==> src/rtl/firewall_dispatch_if.sv <==
// firewall_dispatch_if: record stream, engine request/response and result
// stream bundle; the dispatcher sits on the slave side.
interface firewall_dispatch_if #(
    parameter int HDR_W   = 104,
    parameter int KEY_W   = 72,
    parameter int SLOT_W  = 8,
    parameter int NUM_ENG = 2,
    parameter int CNT_W   = 32
);
    logic                     in_valid;
    logic                     in_ready;
    logic [SLOT_W-1:0]        in_slot;
    logic [HDR_W-1:0]         in_header;
    logic [NUM_ENG-1:0]       eng_req_valid;
    logic [NUM_ENG-1:0]       eng_req_ready;
    logic [NUM_ENG*KEY_W-1:0] eng_key;
    logic [NUM_ENG-1:0]       eng_res_valid;
    logic [NUM_ENG-1:0]       eng_res;
    logic                     out_valid;
    logic                     out_ready;
    logic [SLOT_W-1:0]        out_slot;
    logic                     out_res;
    logic                     out_timeout;
    logic [CNT_W-1:0]         cnt_pass;
    logic [CNT_W-1:0]         cnt_drop;
    logic [CNT_W-1:0]         cnt_timeout;

    modport master (
        output in_valid, in_slot, in_header,
        output eng_req_ready, eng_res_valid, eng_res,
        output out_ready,
        input  in_ready, eng_req_valid, eng_key,
        input  out_valid, out_slot, out_res, out_timeout,
        input  cnt_pass, cnt_drop, cnt_timeout
    );

    modport slave (
        input  in_valid, in_slot, in_header,
        input  eng_req_ready, eng_res_valid, eng_res,
        input  out_ready,
        output in_ready, eng_req_valid, eng_key,
        output out_valid, out_slot, out_res, out_timeout,
        output cnt_pass, cnt_drop, cnt_timeout
    );
endinterface

==> src/rtl/firewall_dispatch.sv <==
// firewall_dispatch: round-robin dispatch of header lookups to bloom engines,
// in-order result return, per-engine timeout and saturating statistics.
module firewall_dispatch #(
    parameter int HDR_W   = 104,
    parameter int KEY_W   = 72,
    parameter int SLOT_W  = 8,
    parameter int NUM_ENG = 2,
    parameter int TIMEOUT = 255,
    parameter int CNT_W   = 32
) (
    input logic                clk,
    input logic                reset,
    firewall_dispatch_if.slave bus
);
    localparam int EW = (NUM_ENG > 1) ? $clog2(NUM_ENG) : 1;
    localparam int QW = $clog2(NUM_ENG + 1);
    localparam int TW = (TIMEOUT > 1) ? $clog2(TIMEOUT) : 1;

    typedef enum logic [1:0] {
        S_IDLE,
        S_ISSUE,
        S_WAIT,
        S_DONE
    } eng_state_t;

    eng_state_t        state_q [NUM_ENG];
    eng_state_t        state_d [NUM_ENG];
    logic [TW-1:0]     timer_q [NUM_ENG];
    logic [TW-1:0]     timer_d [NUM_ENG];
    logic [KEY_W-1:0]  key_q   [NUM_ENG];
    logic [SLOT_W-1:0] slot_q  [NUM_ENG];
    logic              res_q   [NUM_ENG];
    logic              tmo_q   [NUM_ENG];
    logic              hit     [NUM_ENG];
    logic              expire  [NUM_ENG];

    logic [EW-1:0]     ord_q   [NUM_ENG];
    logic [EW-1:0]     head_q;
    logic [EW-1:0]     tail_q;
    logic [EW-1:0]     rr_q;
    logic [EW-1:0]     sel;
    logic [EW-1:0]     head_eng;
    logic [QW-1:0]     cnt_q;
    logic              any_idle;
    logic              accept;
    logic              out_valid;
    logic              pop;

    logic [CNT_W-1:0]  pass_q;
    logic [CNT_W-1:0]  drop_q;
    logic [CNT_W-1:0]  tmo_cnt_q;

    logic              unused_hdr;

    function automatic logic [EW-1:0] wrap_inc(input logic [EW-1:0] p);
        return (int'(p) == NUM_ENG - 1) ? '0 : p + 1'b1;
    endfunction

    function automatic logic [EW-1:0] rot(input logic [EW-1:0] base,
                                          input int k);
        return EW'((int'(base) + k) % NUM_ENG);
    endfunction

    // pick the first idle engine at or after the round-robin pointer
    always_comb begin
        any_idle = 1'b0;
        sel      = rr_q;
        for (int k = NUM_ENG - 1; k >= 0; k--) begin
            if (state_q[rot(rr_q, k)] == S_IDLE) begin
                any_idle = 1'b1;
                sel      = rot(rr_q, k);
            end
        end
    end

    assign bus.in_ready = !reset && any_idle;
    assign accept       = bus.in_valid && bus.in_ready;
    assign head_eng     = ord_q[head_q];
    assign out_valid    = (cnt_q != '0) && (state_q[head_eng] == S_DONE);
    assign pop          = out_valid && bus.out_ready;
    assign unused_hdr   = ^bus.in_header;

    // per-engine next state: issue, wait with timeout, hold until popped
    always_comb begin
        for (int i = 0; i < NUM_ENG; i++) begin
            state_d[i] = state_q[i];
            timer_d[i] = timer_q[i];
            hit[i]     = 1'b0;
            expire[i]  = 1'b0;
            unique case (state_q[i])
                S_IDLE: begin
                    if (accept && sel == EW'(i))
                        state_d[i] = S_ISSUE;
                end
                S_ISSUE: begin
                    if (bus.eng_req_ready[i]) begin
                        state_d[i] = S_WAIT;
                        timer_d[i] = '0;
                    end
                end
                S_WAIT: begin
                    if (bus.eng_res_valid[i]) begin
                        hit[i]     = 1'b1;
                        state_d[i] = S_DONE;
                    end else if (timer_q[i] == TW'(TIMEOUT - 1)) begin
                        expire[i]  = 1'b1;
                        state_d[i] = S_DONE;
                    end else begin
                        timer_d[i] = timer_q[i] + 1'b1;
                    end
                end
                S_DONE: begin
                    if (pop && head_eng == EW'(i))
                        state_d[i] = S_IDLE;
                end
                default: state_d[i] = S_IDLE;
            endcase
        end
    end

    // engine state register plus the record and result it carries
    always_ff @(posedge clk) begin
        if (reset) begin
            for (int i = 0; i < NUM_ENG; i++) begin
                state_q[i] <= S_IDLE;
                timer_q[i] <= '0;
                key_q[i]   <= '0;
                slot_q[i]  <= '0;
                res_q[i]   <= 1'b0;
                tmo_q[i]   <= 1'b0;
            end
        end else begin
            for (int i = 0; i < NUM_ENG; i++) begin
                state_q[i] <= state_d[i];
                timer_q[i] <= timer_d[i];
                if (accept && sel == EW'(i)) begin
                    key_q[i]  <= bus.in_header[HDR_W-1 -: KEY_W];
                    slot_q[i] <= bus.in_slot;
                end
                if (hit[i]) begin
                    res_q[i] <= bus.eng_res[i];
                    tmo_q[i] <= 1'b0;
                end else if (expire[i]) begin
                    res_q[i] <= 1'b0;
                    tmo_q[i] <= 1'b1;
                end
            end
        end
    end

    // arrival-order queue of engine indices and round-robin pointer
    always_ff @(posedge clk) begin
        if (reset) begin
            head_q <= '0;
            tail_q <= '0;
            cnt_q  <= '0;
            rr_q   <= '0;
            for (int i = 0; i < NUM_ENG; i++)
                ord_q[i] <= '0;
        end else begin
            if (accept) begin
                ord_q[tail_q] <= sel;
                tail_q        <= wrap_inc(tail_q);
                rr_q          <= wrap_inc(sel);
            end
            if (pop)
                head_q <= wrap_inc(head_q);
            if (accept && !pop)
                cnt_q <= cnt_q + 1'b1;
            else if (pop && !accept)
                cnt_q <= cnt_q - 1'b1;
        end
    end

    // saturating pass/drop/timeout statistics, updated on each pop
    always_ff @(posedge clk) begin
        if (reset) begin
            pass_q    <= '0;
            drop_q    <= '0;
            tmo_cnt_q <= '0;
        end else if (pop) begin
            if (res_q[head_eng]) begin
                if (pass_q != '1)
                    pass_q <= pass_q + 1'b1;
            end else begin
                if (drop_q != '1)
                    drop_q <= drop_q + 1'b1;
            end
            if (tmo_q[head_eng] && tmo_cnt_q != '1)
                tmo_cnt_q <= tmo_cnt_q + 1'b1;
        end
    end

    // engine request side driven straight from the engine registers
    always_comb begin
        bus.eng_req_valid = '0;
        bus.eng_key       = '0;
        for (int i = 0; i < NUM_ENG; i++) begin
            bus.eng_req_valid[i]           = (state_q[i] == S_ISSUE);
            bus.eng_key[i*KEY_W +: KEY_W]  = key_q[i];
        end
    end

    assign bus.out_valid   = out_valid;
    assign bus.out_slot    = out_valid ? slot_q[head_eng] : '0;
    assign bus.out_res     = out_valid && res_q[head_eng];
    assign bus.out_timeout = out_valid && tmo_q[head_eng];
    assign bus.cnt_pass    = pass_q;
    assign bus.cnt_drop    = drop_q;
    assign bus.cnt_timeout = tmo_cnt_q;
endmodule

==> src/flat_wrapper.sv <==
// flat-port wrapper written by rule: the top's interface ports become plain ports
module firewall_dispatch_flat 
#(
    parameter int HDR_W   = 104,
    parameter int KEY_W   = 72,
    parameter int SLOT_W  = 8,
    parameter int NUM_ENG = 2,
    parameter int TIMEOUT = 255,
    parameter int CNT_W   = 32
)
  (clk, reset, bus_in_valid, bus_in_slot, bus_in_header, bus_eng_req_ready, bus_eng_res_valid, bus_eng_res, bus_out_ready, bus_in_ready, bus_eng_req_valid, bus_eng_key, bus_out_valid, bus_out_slot, bus_out_res, bus_out_timeout, bus_cnt_pass, bus_cnt_drop, bus_cnt_timeout);
  firewall_dispatch_if #(.HDR_W(HDR_W), .KEY_W(KEY_W), .SLOT_W(SLOT_W), .NUM_ENG(NUM_ENG), .CNT_W(CNT_W)) bus_i ();
  input logic clk;
  input logic reset;
  input wire logic [$bits(bus_i.in_valid)-1:0] bus_in_valid;
  input wire logic [$bits(bus_i.in_slot)-1:0] bus_in_slot;
  input wire logic [$bits(bus_i.in_header)-1:0] bus_in_header;
  input wire logic [$bits(bus_i.eng_req_ready)-1:0] bus_eng_req_ready;
  input wire logic [$bits(bus_i.eng_res_valid)-1:0] bus_eng_res_valid;
  input wire logic [$bits(bus_i.eng_res)-1:0] bus_eng_res;
  input wire logic [$bits(bus_i.out_ready)-1:0] bus_out_ready;
  output wire logic [$bits(bus_i.in_ready)-1:0] bus_in_ready;
  output wire logic [$bits(bus_i.eng_req_valid)-1:0] bus_eng_req_valid;
  output wire logic [$bits(bus_i.eng_key)-1:0] bus_eng_key;
  output wire logic [$bits(bus_i.out_valid)-1:0] bus_out_valid;
  output wire logic [$bits(bus_i.out_slot)-1:0] bus_out_slot;
  output wire logic [$bits(bus_i.out_res)-1:0] bus_out_res;
  output wire logic [$bits(bus_i.out_timeout)-1:0] bus_out_timeout;
  output wire logic [$bits(bus_i.cnt_pass)-1:0] bus_cnt_pass;
  output wire logic [$bits(bus_i.cnt_drop)-1:0] bus_cnt_drop;
  output wire logic [$bits(bus_i.cnt_timeout)-1:0] bus_cnt_timeout;
  assign bus_i.in_valid = bus_in_valid;
  assign bus_i.in_slot = bus_in_slot;
  assign bus_i.in_header = bus_in_header;
  assign bus_i.eng_req_ready = bus_eng_req_ready;
  assign bus_i.eng_res_valid = bus_eng_res_valid;
  assign bus_i.eng_res = bus_eng_res;
  assign bus_i.out_ready = bus_out_ready;
  assign bus_in_ready = bus_i.in_ready;
  assign bus_eng_req_valid = bus_i.eng_req_valid;
  assign bus_eng_key = bus_i.eng_key;
  assign bus_out_valid = bus_i.out_valid;
  assign bus_out_slot = bus_i.out_slot;
  assign bus_out_res = bus_i.out_res;
  assign bus_out_timeout = bus_i.out_timeout;
  assign bus_cnt_pass = bus_i.cnt_pass;
  assign bus_cnt_drop = bus_i.cnt_drop;
  assign bus_cnt_timeout = bus_i.cnt_timeout;
  firewall_dispatch #(.HDR_W(HDR_W), .KEY_W(KEY_W), .SLOT_W(SLOT_W), .NUM_ENG(NUM_ENG), .TIMEOUT(TIMEOUT), .CNT_W(CNT_W)) u_core (.clk(clk), .reset(reset), .bus(bus_i));
endmodule
==> config.mk <==
export PLATFORM = sky130hd
export DESIGN_NAME = firewall_dispatch_flat
export DESIGN_NICKNAME = d
export VERILOG_FILES = /design/src/rtl/firewall_dispatch_if.sv /design/src/rtl/firewall_dispatch.sv /design/src/flat_wrapper.sv
export SDC_FILE = /design/constraint.sdc
export NUM_CORES = 1
export LEC_CHECK = 0
export BUFFER_PORTS_ARGS = -buffer_cell sky130_fd_sc_hd__buf_2
export CORE_UTILIZATION = 51
export DETAILED_ROUTE_END_ITERATION = 16
export HOLD_SLACK_MARGIN = 0.06
export PLACE_DENSITY = 0.8
export RECOVER_POWER = 25
export SETUP_SLACK_MARGIN = 0.15
export SLEW_MARGIN = 20
export SYNTH_ARGS = -nofsm -noshare
export SYNTH_HDL_FRONTEND = slang
export SYNTH_SLANG_ARGS = --single-unit
==> constraint.sdc <==
create_clock -name clk -period 4.03 [get_ports clk]
set_input_delay 0.6045 -clock clk [delete_from_list [all_inputs] [get_ports clk]]
set_output_delay 0.6045 -clock clk [all_outputs]
set_load 0.05 [all_outputs]
==> results_dict.tcl <==
set metrics [dict create \
    fmax_ghz 0.313 \
    numCtsBuffers 29 \
    rows 55 \
    clk_latency_ns 0.53 \
    path_delay_family "buffers and inverters" \
    drcViolationCount 0 \
    grt_use_met1_pct 29.1 \
    crit_slowest_cell "clkbuf_2" \
    register_area_mm2 0.00743 \
    grt_max_degree 85 \
    antenna_found_initial 5 \
    synth_cell_types 61 \
    dieArea_mm2 0.0242 \
    io_pins 376 \
    cts_htree_levels 1 \
    cts.sinks 289 \
    p_per_area_mw_per_mm2 561 \
    synth_top_area_share_pct 40.9 \
    r2r_end "u_core.bus.cnt_pass[31]" \
    port_buffers 343 \
    cts_root_buf "clkbuf_16" \
    syn-mean-instance-area_um2 11.3 \
    multi_input_area_mm2 0.00438 \
    synth_nets 1206 \
    drive_gt1_share_pct 17.1 \
    nets 1547 \
    stdcell_count 1746 \
    wl_per_cell_um 17.2 \
    core_mm2 0.0229 \
    fill_cells 1877 \
    synth_edf_count 164 \
    cp.depth 4 \
    tightestPinTransition_ns 1.46 \
    cts_tree "done" \
    relSlewSlack_pct 2.85 \
    cp.arrival_ns 2.59 \
    setup.worst_path.end_class "output pin" \
    die-width_um 156 \
    drt-pass1-iter-count 6 \
    yosysTopAreaCell "edfxtp_1" \
    skew_ns 0.0139 \
    drtIter0Drc 531 \
    dpl-instance-area_mm2 0.0141 \
    critical_path_class "input pin to output pin" \
    grt_usage_pct 23.5 \
    slew_viol_final 0 \
    grt_use_met2_pct 40.3 \
    syn_area_mm2 0.0120 \
    final_cell_area_mm2 0.0148 \
    grt_pass1_wl_mm 45.3 \
    crit_chain "clkbuf_2, buf_4, nor2_1, buf_2" \
    yosys_warnings 0 \
    cts_hold_buf 0 \
    setup_tns_ns 0 \
    synthTopCellsByArea "edfxtp_1 (41%), dfxtp_1 (21%), xnor2_1 (6.0%), and2_1 (4.5%), nor2_1 (4.1%)" \
    grt_pass1_vias 8747 \
    cts_resized 0 \
    cp-start-kind "input pin" \
    leakagePower_uw 0.00544 \
    ff2ff_path_depth 6 \
    die_y_um 156 \
    async_reset_ff_share_pct 0 \
    post_cts_buffers 0 \
    cts.path.max_buffers 3 \
    hpwl_mm 21.1 \
    globalRouteOverflowTotal 0 \
    start_util_pct 52.5 \
    holdCritPathClass "input pin to register" \
    gr-usage-met3_pct 4.89 \
    min_from "bus_eng_res_valid[1]" \
    postSynthCellCount 1068 \
    cp.required_ns 3.43 \
    dpl.cell_count 1691 \
    setup_viol 0 \
    busiest_layer "met2" \
    postRouteAntennaNets 0 \
    yosys_register_bits 289 \
    ff2ff_setup_slack_ns 1.18 \
    clk_pin_slew_ns 0.06 \
    finalCriticalPeriod_ns 3.19 \
    vias_per_cell 5.38 \
    hold_path_end "u_core.tmo_q[1]" \
    ys.flop_type "edfxtp_1" \
    cp_max_fo 66 \
    place_congestion 0.851 \
    syn_to_final_growth_pct 23.0 \
    wirelength_mm 30.1 \
    drv_cap 0 \
    num_vias 9393 \
    hold_depth 2 \
    status "finished clean" \
    timing_hold_violations_final 0 \
    fin_util_pct 64.6 \
    fin_crit_sh_pct 79.2 \
    synth-seq-area-share_pct 61.7 \
    slowest_delay_ns 1.00 \
    irDropWorstVdd_uv 514 \
    critPathBufInv 3 \
    rsz0062_at_grt "no" \
]
==> logic make-up (layout without fill, tap and decap cells) <==
group | Yosys count | count (layout) | share of synthesized area (%)
AND/OR/NAND/NOR | 512 | 512 | 22.4
flip-flops | 289 | 289 | 61.7
XOR/XNOR | 97 | 97 | 7.06
AO/OA/AOI/OAI | 82 | 82 | 4.36
buffers and inverters | 64 | 425 | 2.07
adder cells (fa/ha/maj) | 16 | 16 | 1.66
multiplexers | 8 | 8 | 0.738
other | 0 | 4 | 0
==> stage by stage <==
step	power, µW	worst slack, ns	hold WS [ns]
after floorplan	5280	0.894	0.454
after global placement	5740	1.03	0.466
after detailed placement	5790	1.05	0.475
after CTS	8420	1.01	0.312
after global routing	8600	0.682	0.347
final	8300	0.839	0.346
==> power breakdown <==
group	total [µW]	internal [µW]	switching (µW)
combinational	1950	346	1610
sequential	3710	3560	157
clock	2630	1560	1070
total	8300	5460	2830
==> synthesized netlist by cell type (all sizes together) (2+ instances only) <==
cell type and n:
clkbuf 33, or4 5, ha 16, buf 8, nor4b 6, o2111a 2, edfxtp 164, or3 14
and2 87, nor3 53, nor4 32, nand4 33, nor2 133, o21a 2, o32ai 2, mux2i 7
or3b 2, xor2 14, xnor2 83, o21ai 21, a21oi 26, o31ai 2, and3 15, nor3b 6
a211oi 7, and4 10, nand2b 3, dfxtp 125, or2 4, nand3 33, o2111ai 5, nand2 74
o211ai 3, inv 22
==> final cells by class <==
class | instances | share of cell area [%]
Sequential cell | 289 | 50.2
Multi-Input combinational cell | 715 | 29.6
Timing Repair Buffer | 351 | 10.7
Clock buffer | 33 | 5.00
Tap cell | 313 | 2.65
Clock inverter | 18 | 1.28
Inverter | 23 | 0.583
Antenna cell | 4 | 0.0676
==> cell usage in the layout, fill, tap and decap left out, drive strengths merged, types with 21 or more instances in the layout <==
cell type | synthesis | final
a21oi | 26 | 26
and2 | 87 | 87
buf | 8 | 182
clkbuf | 33 | 202
dfxtp | 125 | 125
edfxtp | 164 | 164
inv | 22 | 22
nand2 | 74 | 74
nand3 | 33 | 33
nand4 | 33 | 33
nor2 | 133 | 133
nor3 | 53 | 53
nor4 | 32 | 32
o21ai | 21 | 21
xnor2 | 83 | 83
==> sequential cells by signal, indices dropped and copies added (netlist names), named ones only <==
signal / cells
u_core.tail_q: 1
u_core.tmo_q: 2
u_core.bus.cnt_drop: 32
u_core.head_q: 1
u_core.timer_q: 16
u_core.state_q: 4
u_core.bus.cnt_timeout: 32
u_core.slot_q: 16
u_core.key_q: 144
u_core.rr_q: 1
u_core.ord_q: 2
u_core.res_q: 2
u_core.bus.cnt_pass: 32
u_core.cnt_q: 2
==> per-layer routing <==
| metal | up-vias | part of all wire [%] |
|---|---|---|
| li1 | 4510 | - |
| met1 | 4455 | 40 |
| met2 | 351 | 50 |
| met3 | 75 | 6.5 |
| met4 | 2 | 3.7 |
| met5 | - | 0.037 |
==> how the worst max path moves through the flow <==
stage                               startpoint                  end  slack, ns
after floorplan           u_core.state_q[1][1]   u_core.key_q[0][0]       0.89
after global placement                   reset  u_core.key_q[0][33]       1.03
after detailed placement                 reset  u_core.key_q[0][43]       1.05
after CTS                             register      bus_out_slot[6]       1.01
after global routing                     reset         bus_in_ready       0.68
final                                    reset         bus_in_ready       0.84
(Power assumes the default switching activity.)
